<file path="config.mk">
export PLATFORM = sky130hd
export DESIGN_NAME = mac_seq_ctrl
export DESIGN_NICKNAME = d
export VERILOG_FILES = /design/src/rtl/mac_pkg.sv /design/src/rtl/mac_seq_ctrl.sv
export SDC_FILE = /design/constraint.sdc
export NUM_CORES = 1
export LEC_CHECK = 0
export CAP_MARGIN = 20
export CORE_ASPECT_RATIO = 1.5
export CORE_UTILIZATION = 39
export CTS_CLUSTER_DIAMETER = 200
export DETAILED_ROUTE_END_ITERATION = 8
export PLACE_DENSITY_LB_ADDON = 0.12
export SYNTH_ARGS = -nofsm -noshare
export SYNTH_HDL_FRONTEND = slang
export SYNTH_SLANG_ARGS = --single-unit
</file>
<file path="constraint.sdc">
create_clock -name clk -period 1.75 [get_ports clk]
set_input_delay 0.35 -clock clk [delete_from_list [all_inputs] [get_ports clk]]
set_output_delay 0.35 -clock clk [all_outputs]
set_load 0.1 [all_outputs]
</file>
<file path="src/rtl/mac_pkg.sv">
// ----------------------------------------------------------------------------
// mac_pkg
//  Shared definitions for the 8x8 signed MAC datapath and its sequencer:
//  operand/psum widths and the sequencer state encoding.
//  No ports (package).
// ----------------------------------------------------------------------------
package mac_pkg;

   localparam int MAC_A_W = 8;
   localparam int MAC_B_W = 8;
   localparam int MAC_P_W = 20;

   // Sequencer state encoding, kept as plain constants so older tools and
   // waveform viewers that expect fixed codes stay compatible.
   localparam int ST_W = 3;
   localparam logic [ST_W-1:0] ST_IDLE  = 3'd0;
   localparam logic [ST_W-1:0] ST_CLEAR = 3'd1;
   localparam logic [ST_W-1:0] ST_FEED  = 3'd2;
   localparam logic [ST_W-1:0] ST_DRAIN = 3'd3;
   localparam logic [ST_W-1:0] ST_DONE  = 3'd4;

endpackage : mac_pkg

</file>
<file path="src/rtl/mac_seq_ctrl.sv">
// ----------------------------------------------------------------------------
// mac_seq_ctrl
//  Sequencer for one mac instance. Accepts a dot-product command of length N,
//  clears the MAC, streams N operand pairs into it, waits for the MAC pipeline
//  to drain and presents the 20-bit sum until the consumer takes it.
// Ports
//  clk, rst_n            clock, asynchronous active-low reset
//  cmd_valid/cmd_ready   command handshake (ready only when idle)
//  cmd_len               number of operand pairs N (0 allowed)
//  op_valid/op_ready     operand handshake (ready only while feeding)
//  op_a, op_b            signed operand pair
//  res_valid/res_ready   result handshake; res_data held while valid
//  res_data              signed dot-product result
//  busy                  high whenever not idle
//  mac_a, mac_b          registered operands to the mac
//  mac_sclr              registered synchronous clear to the mac
//  mac_o                 accumulated sum from the mac
// ----------------------------------------------------------------------------
module mac_seq_ctrl
   import mac_pkg::*;
#(
   parameter int LEN_W   = 5,
   parameter int MAC_LAT = 2,
   parameter int CLR_CYC = 2
) (
   input  logic               clk,
   input  logic               rst_n,
   input  logic               cmd_valid,
   output logic               cmd_ready,
   input  logic [LEN_W-1:0]   cmd_len,
   input  logic               op_valid,
   output logic               op_ready,
   input  logic [MAC_A_W-1:0] op_a,
   input  logic [MAC_B_W-1:0] op_b,
   output logic               res_valid,
   input  logic               res_ready,
   output logic [MAC_P_W-1:0] res_data,
   output logic               busy,
   output logic [MAC_A_W-1:0] mac_a,
   output logic [MAC_B_W-1:0] mac_b,
   output logic               mac_sclr,
   input  logic [MAC_P_W-1:0] mac_o
);

   // One down-counter times both CLEAR and DRAIN, so it is sized for the
   // longer of the two waits.
   localparam int TMR_MAX = (CLR_CYC > MAC_LAT) ? CLR_CYC : MAC_LAT;
   localparam int TMR_W   = $clog2(TMR_MAX + 1);
   localparam logic [TMR_W-1:0] CLR_LOAD = TMR_W'(CLR_CYC - 1);
   // DRAIN lasts MAC_LAT+1 cycles: one for the operand register in this
   // block, MAC_LAT for the mac pipeline. Counting from MAC_LAT down to zero
   // gives exactly that many cycles.
   localparam logic [TMR_W-1:0] DRN_LOAD = TMR_W'(MAC_LAT);

   logic [ST_W-1:0]  r_state;
   logic [LEN_W-1:0] r_len;
   logic [LEN_W-1:0] r_count;
   logic [TMR_W-1:0] r_tmr;

   logic w_cmd_hs;
   logic w_op_hs;
   logic w_last_op;

   assign cmd_ready = (r_state == ST_IDLE);
   assign op_ready  = (r_state == ST_FEED);
   assign busy      = (r_state != ST_IDLE);

   assign w_cmd_hs  = cmd_valid & cmd_ready;
   assign w_op_hs   = op_valid & op_ready;
   // FEED is only entered with r_len >= 1, so r_len-1 never underflows here.
   assign w_last_op = w_op_hs && (r_count == r_len - LEN_W'(1));

   always_ff @(posedge clk or negedge rst_n) begin
      if (!rst_n) begin
         r_state   <= ST_IDLE;
         r_len     <= '0;
         r_count   <= '0;
         r_tmr     <= '0;
         res_valid <= 1'b0;
         res_data  <= '0;
         mac_a     <= '0;
         mac_b     <= '0;
         mac_sclr  <= 1'b1;
      end else begin
         // Zero operands by default: a stall or drain cycle adds nothing.
         mac_a <= '0;
         mac_b <= '0;
         case (r_state)
            ST_IDLE: begin
               mac_sclr <= 1'b1;
               if (w_cmd_hs) begin
                  r_len   <= cmd_len;
                  r_count <= '0;
                  r_tmr   <= CLR_LOAD;
                  r_state <= ST_CLEAR;
               end
            end
            ST_CLEAR: begin
               if (r_tmr == '0) begin
                  mac_sclr <= 1'b0;
                  if (r_len == '0) begin
                     r_tmr   <= DRN_LOAD;
                     r_state <= ST_DRAIN;
                  end else begin
                     r_state <= ST_FEED;
                  end
               end else begin
                  r_tmr <= r_tmr - TMR_W'(1);
               end
            end
            ST_FEED: begin
               if (w_op_hs) begin
                  mac_a   <= op_a;
                  mac_b   <= op_b;
                  r_count <= r_count + LEN_W'(1);
                  if (w_last_op) begin
                     r_tmr   <= DRN_LOAD;
                     r_state <= ST_DRAIN;
                  end
               end
            end
            ST_DRAIN: begin
               if (r_tmr == '0) begin
                  res_data  <= mac_o;
                  res_valid <= 1'b1;
                  r_state   <= ST_DONE;
               end else begin
                  r_tmr <= r_tmr - TMR_W'(1);
               end
            end
            ST_DONE: begin
               if (res_ready) begin
                  res_valid <= 1'b0;
                  mac_sclr  <= 1'b1;
                  r_state   <= ST_IDLE;
               end
            end
            default: r_state <= ST_IDLE;
         endcase
      end
   end

endmodule : mac_seq_ctrl

</file>
Word-level counts from Yosys, hierarchy flattened
Index checks and enable logic that the tools add are counted.

operators by class
  add/sub/neg operators = 3
  equality and inequality tests = 13
  mux-type cells = 28
  bitwise logic cells = 2
  reduce and logical (&&, ||, !) cells = 16

operators by type and width
  kind                                               number
  two-way mux 8 bit                                  4
  two-way mux 3 bit                                  6
  case mux 3 bit (5 select lines)                    1
  two-way mux 2 bit                                  6
  AND reduction 6 bit                                2
  two-way mux 5 bit                                  2
  case mux 5 bit (2 select lines)                    1
  AND reduction 3 bit                                3
  != test 2 bit (second input constant)              4
  case mux 2 bit (4 select lines)                    1
  == test 3 x 2 -> 1 bit (second input constant)     2
  != test 2 x 1 -> 1 bit (second input constant)     3
  nonzero test 3 bit                                 2
  adder 5 x 1 -> 5 bit (second input constant)       1
  == test 5 bit                                      1
  logical NOT 5 bit                                  1
  two-way mux 1 bit                                  5
  subtractor 5 x 1 -> 5 bit (second input constant)  1
  AND reduction 2 bit                                2
  nonzero test 2 bit                                 2
  nonzero test 4 bit                                 1
  == test 3 x 1 -> 1 bit (second input constant)     1
  == test 3 bit (second input constant)              1
  logical NOT 3 bit                                  1
  other kinds (7)                                    8

storage, ports and cells
  register bits = 53
  input bits = 46
  output and inout port bits = 41
  logic and storage cells = 71

Depth between registers and ports, before layout
  depth after elaboration = 6
  gate-level depth with buffers = 8
  mapped depth without buffers = 7

Worst setup path after synthesis
Ideal clock, no wire load.

  path type = register to register
  start = register r_state[2]
  end = register r_len[2]
  library setup time = 0.128 ns
  arrival = 2.555 ns
  data required time = 1.622 ns
  slack = -0.933 ns
  cell stages (with the launch flop) = 8
  buffers on the path = 2
  clock period less this slack = 2.683 ns
  cells stage by stage = dfrtp_1 -> buf_2 -> inv_2 -> nand2_1 -> inv_2 -> and2_1 -> buf_2 -> mux2_1

between the ends
  cells in the longest elaborated chain, start to end = 3

ends and longest elaborated chain
  item                               line                 RTL
  start: declaration                 mac_seq_ctrl.sv:55   logic [ST_W-1:0] r_state;
  start signal: assignment           mac_seq_ctrl.sv:75   r_state <= ST_IDLE;
  start signal: assignment           mac_seq_ctrl.sv:95   r_state <= ST_CLEAR;
  start signal: assignment           mac_seq_ctrl.sv:103  r_state <= ST_DRAIN;
  logical NOT 3 bit (*)              mac_seq_ctrl.sv:64   assign cmd_ready = (r_state == ST_IDLE);
  named net cmd_ready                mac_seq_ctrl.sv:29   output logic cmd_ready,
  bitwise AND 1 bit                  mac_seq_ctrl.sv:68   assign w_cmd_hs = cmd_valid & cmd_ready;
  AND reduction 2 bit (no line) (*)  --
  end signal: assignment             mac_seq_ctrl.sv:92   r_len <= cmd_len;
  end: declaration                   mac_seq_ctrl.sv:56   logic [LEN_W-1:0] r_len;

Mark *: on every way through the listed nets, which the timed path passes. The rest lies on a longest branch.
A chain may end at the register's enable or synchronous reset.

Worst setup path in the final report
  start = register r_len[1]
  end = register r_tmr[0]

between the ends
  cells in the longest elaborated chain, start to end = 5
  elaborated cells between the ends (all ways) = 7

ends and longest elaborated chain
  item                               line                 RTL
  subtractor 5 x 1 -> 5 bit          mac_seq_ctrl.sv:71   assign w_last_op = w_op_hs && (r_count == r_len - LEN_W'(1));
  == test 5 bit                      mac_seq_ctrl.sv:71
  logical AND 1 bit                  mac_seq_ctrl.sv:71
  != test 2 x 1 -> 1 bit (no line)   --
  AND reduction 6 bit (no line) (*)  --
  end signal: assignment             mac_seq_ctrl.sv:108  r_tmr <= r_tmr - TMR_W'(1);
  end signal: assignment             mac_seq_ctrl.sv:128  r_tmr <= r_tmr - TMR_W'(1);
  end: declaration                   mac_seq_ctrl.sv:58   logic [TMR_W-1:0] r_tmr;

Every way passes the cells marked *; elsewhere a longest branch is shown, timed or not.

==> flow_metrics.py <==
metrics = {
    "run_status": {
        "outcome": "finished, violations left",
        "violations": "setup timing",
    },
    "clock_tree": {
        "clk_latency_ns": 0.31,
        "htree_levels": 2,
        "clock_path_buffers": 2,
        "cts-buffers-inserted": 5,
        "clkTransAtPathRegs_ns": 0.09,
        "cts-root-buf": "clkbuf_8",
        "cts.sink_count": 53,
        "tritoncts": "yes",
    },
    "cells_and_area": {
        "utilization": 0.7225,
        "final_common_cell": "dfrtp_1",
        "most-common-layout-cells": "49 x dfrtp_1, 44 x clkdlybuf4s50_1, 43 x buf_12",
        "n_antenna_cell": 0,
        "area_delta_synth_final_pct": 77.50,
        "layout-drive-gt1-share": 0.3345,
        "fin_nets": 345,
    },
    "grt": {
        "globalRoute.totalOverflow": 0,
        "grt_pass1_wl_mm": 9.142,
        "grt_pass1_vias": 1898,
        "grt_max_degree": 54,
        "grtUsageTotal": 0.1999,
        "antenna_found_initial": 0,
    },
    "worst_setup_path": {
        "r2r_cells": 7,
        "r2r_end": "r_tmr[0]$_DFFE_PN0P_",
        "crit_fanout": 3,
        "reg2reg_from": "r_len[1]$_DFFE_PN0P_",
        "worstPathRequired_ns": 1.99,
        "rrSetupSlack_ns": -0.02,
        "cp-end-kind": "flip-flop",
        "crit_start": "r_len[1]$_DFFE_PN0P_",
        "worstPathArrival_ns": 2.01,
        "worstSetupPathType": "flip-flop to flip-flop",
        "startpoint_type": "flip-flop",
    },
    "worst_hold_path": {
        "min_path_type": "primary input to async pin",
    },
    "synth": {
        "synth_top_family_by_area": "multiplexers",
        "async_reset_ff_frac": 1.000,
        "synth-compound-area-share": 0.07389,
        "synth_xor_area_frac": 0.03500,
        "synthCells": 180,
        "synth_fa_ha_area_frac": 0.02222,
        "avgSynthCellArea_um2": 12.51,
        "synth_edf_count": 0,
        "yosys.area_share.simple": 0.1211,
        "synth_nets": 230,
        "ys_seq_area_frac": 0.5894,
        "netlist_area_um2": 2252,
        "synth_top_flop_cell": "dfrtp_1",
        "ys_types": 36,
        "synth_seq_cells": 53,
        "muxShareOfSynthArea": 0.1244,
        "ys.warnings.count": 0,
    },
    "place": {
        "dpl.hpwl_mm": 3.960,
        "gp_congestion": 0.8022,
        "port_buffers": 86,
    },
    "routing": {
        "ant_nets": 0,
        "drt-total-wl_mm": 5.519,
        "dr.first_iter.drc_count": 28,
        "wl_per_cell_um": 15.08,
        "drc": 0,
        "dr.pass1.iters": 4,
        "via_per_inst": 5.003,
        "num_vias": 1831,
    },
    "floorplan": {
        "row_count": 33,
        "start_util": 0.4071,
        "chipWidth_um": 64.05,
        "die_area_um2": 6089,
        "num_io_pins": 87,
        "die_y_um": 95.07,
        "core-area_um2": 5533,
    },
    "sta": {
        "slew_viol_final": 0,
        "min_period_ns": 1.774,
        "setup_violations": 3,
        "fin_worst_skew_ns": 0.007211,
        "hold_viol": 0,
        "worst_pin_slew_ns": 0.2870,
        "fmax_mhz": 563.8,
        "setup_slack_ns": -0.02380,
        "finalCritPeriodShare": 1.014,
        "relSlewSlack": 0.8061,
        "rsz0062_at_grt": "yes",
    },
    "run": {
        "max_cap_viol_count": 0,
    },
}
[kinds of logic after synthesis]
family | Yosys count
buffers and inverters | 18
muxes | 25
xor gates and xnor gates | 9
adders and majority gates | 4
AOI/OAI and AO/OA | 22
DFF | 53
and+or+nand+nor | 49
[metrics by stage]
stage / hold WS, ns / cells / area (um^2) / TNS [ns] / worst slack (ns)
after detailed placement: 0.3692 / 343 / 3760 / -0.1793 / -0.09803
after CTS: 0.03381 / 355 / 3913 / -0.09858 / -0.05985
after floorplan: 0.05441 / 180 / 2300 / 0 / 0.004050
after global routing: 0.04197 / 366 / 3998 / -0.2662 / -0.1173
final: 0.02477 / 366 / 3998 / -0.04388 / -0.02380
after global placement: 0.3672 / 343 / 3760 / -0.1004 / -0.07754
[sequential cells by signal, indices dropped and copies added, names as in the netlist, 2 cells and up]
register and flops:
mac_b 8, r_len 5, r_state 3, r_tmr 2, r_count 5, res_data 20
mac_a 8
[critical path, cell delays in order, from the launching register on]
cell and delay, ns:
dfrtp_1 0.41, inv_2 0.09, ha_4 0.13, nor4b_4 0.19
nor3_2 0.06, o41a_1 0.36, a221oi_4 0.25, mux2i_1 0.22
[synthesized netlist by cell type (2+ instances only)]
cell type / number / area, um^2
buf_2: 7 / 35.03
and2_1: 2 / 12.51
nand4_1: 3 / 18.77
o211ai_1: 3 / 22.52
o21ai_0: 2 / 10.01
mux2_1: 23 / 259.0
o21a_1: 2 / 15.01
nor2_1: 8 / 30.03
nor2b_1: 2 / 12.51
nor3_1: 2 / 10.01
a21oi_1: 4 / 20.02
and3_1: 16 / 100.1
o21ai_1: 4 / 20.02
inv_1: 6 / 22.52
xor2_1: 6 / 52.55
xnor2_1: 3 / 26.28
ha_1: 4 / 50.05
inv_2: 2 / 7.510
clkbuf_1: 3 / 11.26
nand2_1: 11 / 41.29
dfrtp_1: 52 / 1301
[metal layers]
metal / track usage / up-vias / wire length (um)
met3: 0.03708 / 9 / 246
met4: 0.07386 / 0 / 109
met2: 0.3830 / 59 / 3164
li1: - / 858 / -
met1: 0.2146 / 905 / 1998
met5: 0 / - / 0
[area by class of cell]
type	count	area (um^2)
repair buffers	118	1535
fillers	408	1535
flip-flops and latches	53	1331
multi-input cells	109	914.6
well taps	70	87.58
clock buffers	6	72.57
inverters	8	46.29
clock inverters	2	10.01
[worst max path at each step]
stage                                      end  slack, ns  cells past startpoint
after global placement    r_tmr[0]$_DFFE_PN0P_      -0.08                      5
after global routing      r_tmr[0]$_DFFE_PN0P_      -0.12                      7
after detailed placement  r_tmr[0]$_DFFE_PN0P_       -0.1                      5
final                     r_tmr[0]$_DFFE_PN0P_      -0.02                      7
after floorplan           r_tmr[0]$_DFFE_PN0P_      0.004                      7
after CTS                 r_tmr[0]$_DFFE_PN0P_      -0.06                      7
[repair_timing]
action,in CTS,in global routing
resized for setup,11,1
setup buffers,4,11
endpoints found under the hold margin,0,0
hold buffers,0,0
pin swaps,3,4
endpoints found under the setup margin,4,25
Power is not shown: default switching activity piles up to over one toggle a cycle in this logic, so the estimate is an artifact.
==> edit (same flow settings) <==
Set the parameter `MAC_LAT` to 4 (it was 2).
--- a/src/rtl/mac_seq_ctrl.sv
+++ b/src/rtl/mac_seq_ctrl.sv
@@ -21,5 +21,5 @@
 #(
    parameter int LEN_W   = 5,
-   parameter int MAC_LAT = 2,
+   parameter int MAC_LAT = 4,
    parameter int CLR_CYC = 2
 ) (
Formal check against the unedited RTL: not equivalent (a bounded check fails within 10 cycles, from zero or initial values and one cycle with rst_n low).
==> edit against the unedited design <==
  * Worst hold slack better by 0.49 ns
  * Clock skew up 0.0045 ns
  * Critical path type unchanged
  * Area after synthesis increased by 3.8%
  * Routed wire length is 0.16% lower
  * Worst setup slack better by 0.024 ns
  * Fmax is 1.4% higher
  * Via count up 0.16%
  * Sequential cell count grew 1
  * Design area about the same
  * Synthesized cell count increased by 7.2%
Power is left out: the tool's default activity adds up to more than one toggle a clock period on the data nets, which glitch-free logic cannot reach.
==> edit: results (changes against the unedited design) <==
Timing
  – Slew @ Worst Pin: 0.4644 ns (+0.1773 ns)
  – Clock skew: 0.01171 ns (+0.004503 ns)

GRT
  – Tot GR Track Use: 17.99% (-2.0 points)
  – Largest net degree at the start of global routing: 37 (-31%)
  – GRT met2 Usage: 32.04% (-6.3 points)
  – First-pass GRT wire length: 8673 um (-5.1%)
  – Grt met3 use: 2.948% (-0.76 points)
  – Met1 Use GR: 20.89% (-0.57 points)

Routing
  – Met1 wire length: 2084 um (+4.3%)
  – Met2 wire len: 3064 um (-3.2%)
  – Vias: 1,834 (+0.16%)
  – Metal3 WL: 235 um (-4.5%)
  – Post-Route WL: 5510 um (-0.16%)
  – Iter 0 DRT Violations: 51 (+82%)

Cells and area
  – Total Nets Final: 347 (+0.58%)
  – Layout Cells excl Fill: 370 (+1.1%)
  – Share of cells above drive strength 1: 40.27% (+6.8 points)
  – Fillers: 434 (+6.4%)

Logic synthesis
  – Top post-synthesis cells by area: dfrtp_1, mux2_2, and3_1
  – Unique masters post-synth: 38 (+5.6%)
  – Commonest cells in the netlist: dfrtp_1, mux2_2, and3_1
  – Syn nets: 243 (+5.7%)

Outcome
  – Outcome: finished clean

Worst setup path
  – CP arrival: 1.95 ns (-0.06 ns)
  – Worst-path fanout max: 4 (+1)

Placed design
  – Number of instances in the placed design: 356 (+3.8%)
## edit: path summary, 6_finish.rpt
kind	from	endpoint	slack, ns
worst max-delay path	r_len[1]	r_tmr[1]	0.0004
worst min-delay path	rst_n	mac_a[7]	0.51
worst max register to register	r_len[1]	r_tmr[1]	0.0004
worst min register to register	mac_sclr	mac_sclr	0.52
max in group asynchronous	rst_n	mac_sclr	0.63
min in group clk	mac_sclr	mac_sclr	0.52
## edit: layout make-up
type                            instances  area, um^2  share of cell area, %
Clock buffer                            6       72.57                  1.815
Sequential cell                        54        1353                  33.82
Tap cell                               72       90.09                  2.253
Timing Repair Buffer                  108        1470                  36.76
Multi-Input combinational cell        116       940.9                  23.53
Inverter                               12       58.81                  1.471
Clock inverter                          2       13.76                 0.3442
## edit: logic make-up after synthesis
kind of cell	share of synthesized area (%)
mux	12.89
fa+ha+maj	2.140
buf+inv	5.029
compound gates	6.207
xor+xnor	2.996
flops	57.84
simple gates	12.90
## edit: what timing repair did
item | CTS | global route
resized for setup | 5 | 15
setup buffers | 2 | 3
pin swaps | 1 | 4
endpoints found under the setup margin | 4 | 25
hold endpoints to repair | 18 | 0
hold buffers | 1 | 0
## edit: critical path: cells and delay by family (launching register included)
kind | cells | cell delay (ns)
DFF | 1 | 0.40
buffers and inverters | 1 | 0.09
adders and majority gates | 1 | 0.15
and+or+nand+nor | 2 | 0.21
muxes | 1 | 0.32
AOI/OAI and AO/OA | 2 | 0.47
## edit: stage by stage
step                worst slack (ns)  setup TNS, ns  cell area (um^2)
floorplan                    -0.4034         -2.270              2367
global placement            -0.01093       -0.02122              3786
detailed placement          -0.08679        -0.2420              3786
CTS                         0.003620              0              3919
global route                 -0.1034        -0.2926              3999
finish                     0.0004026              0              3999
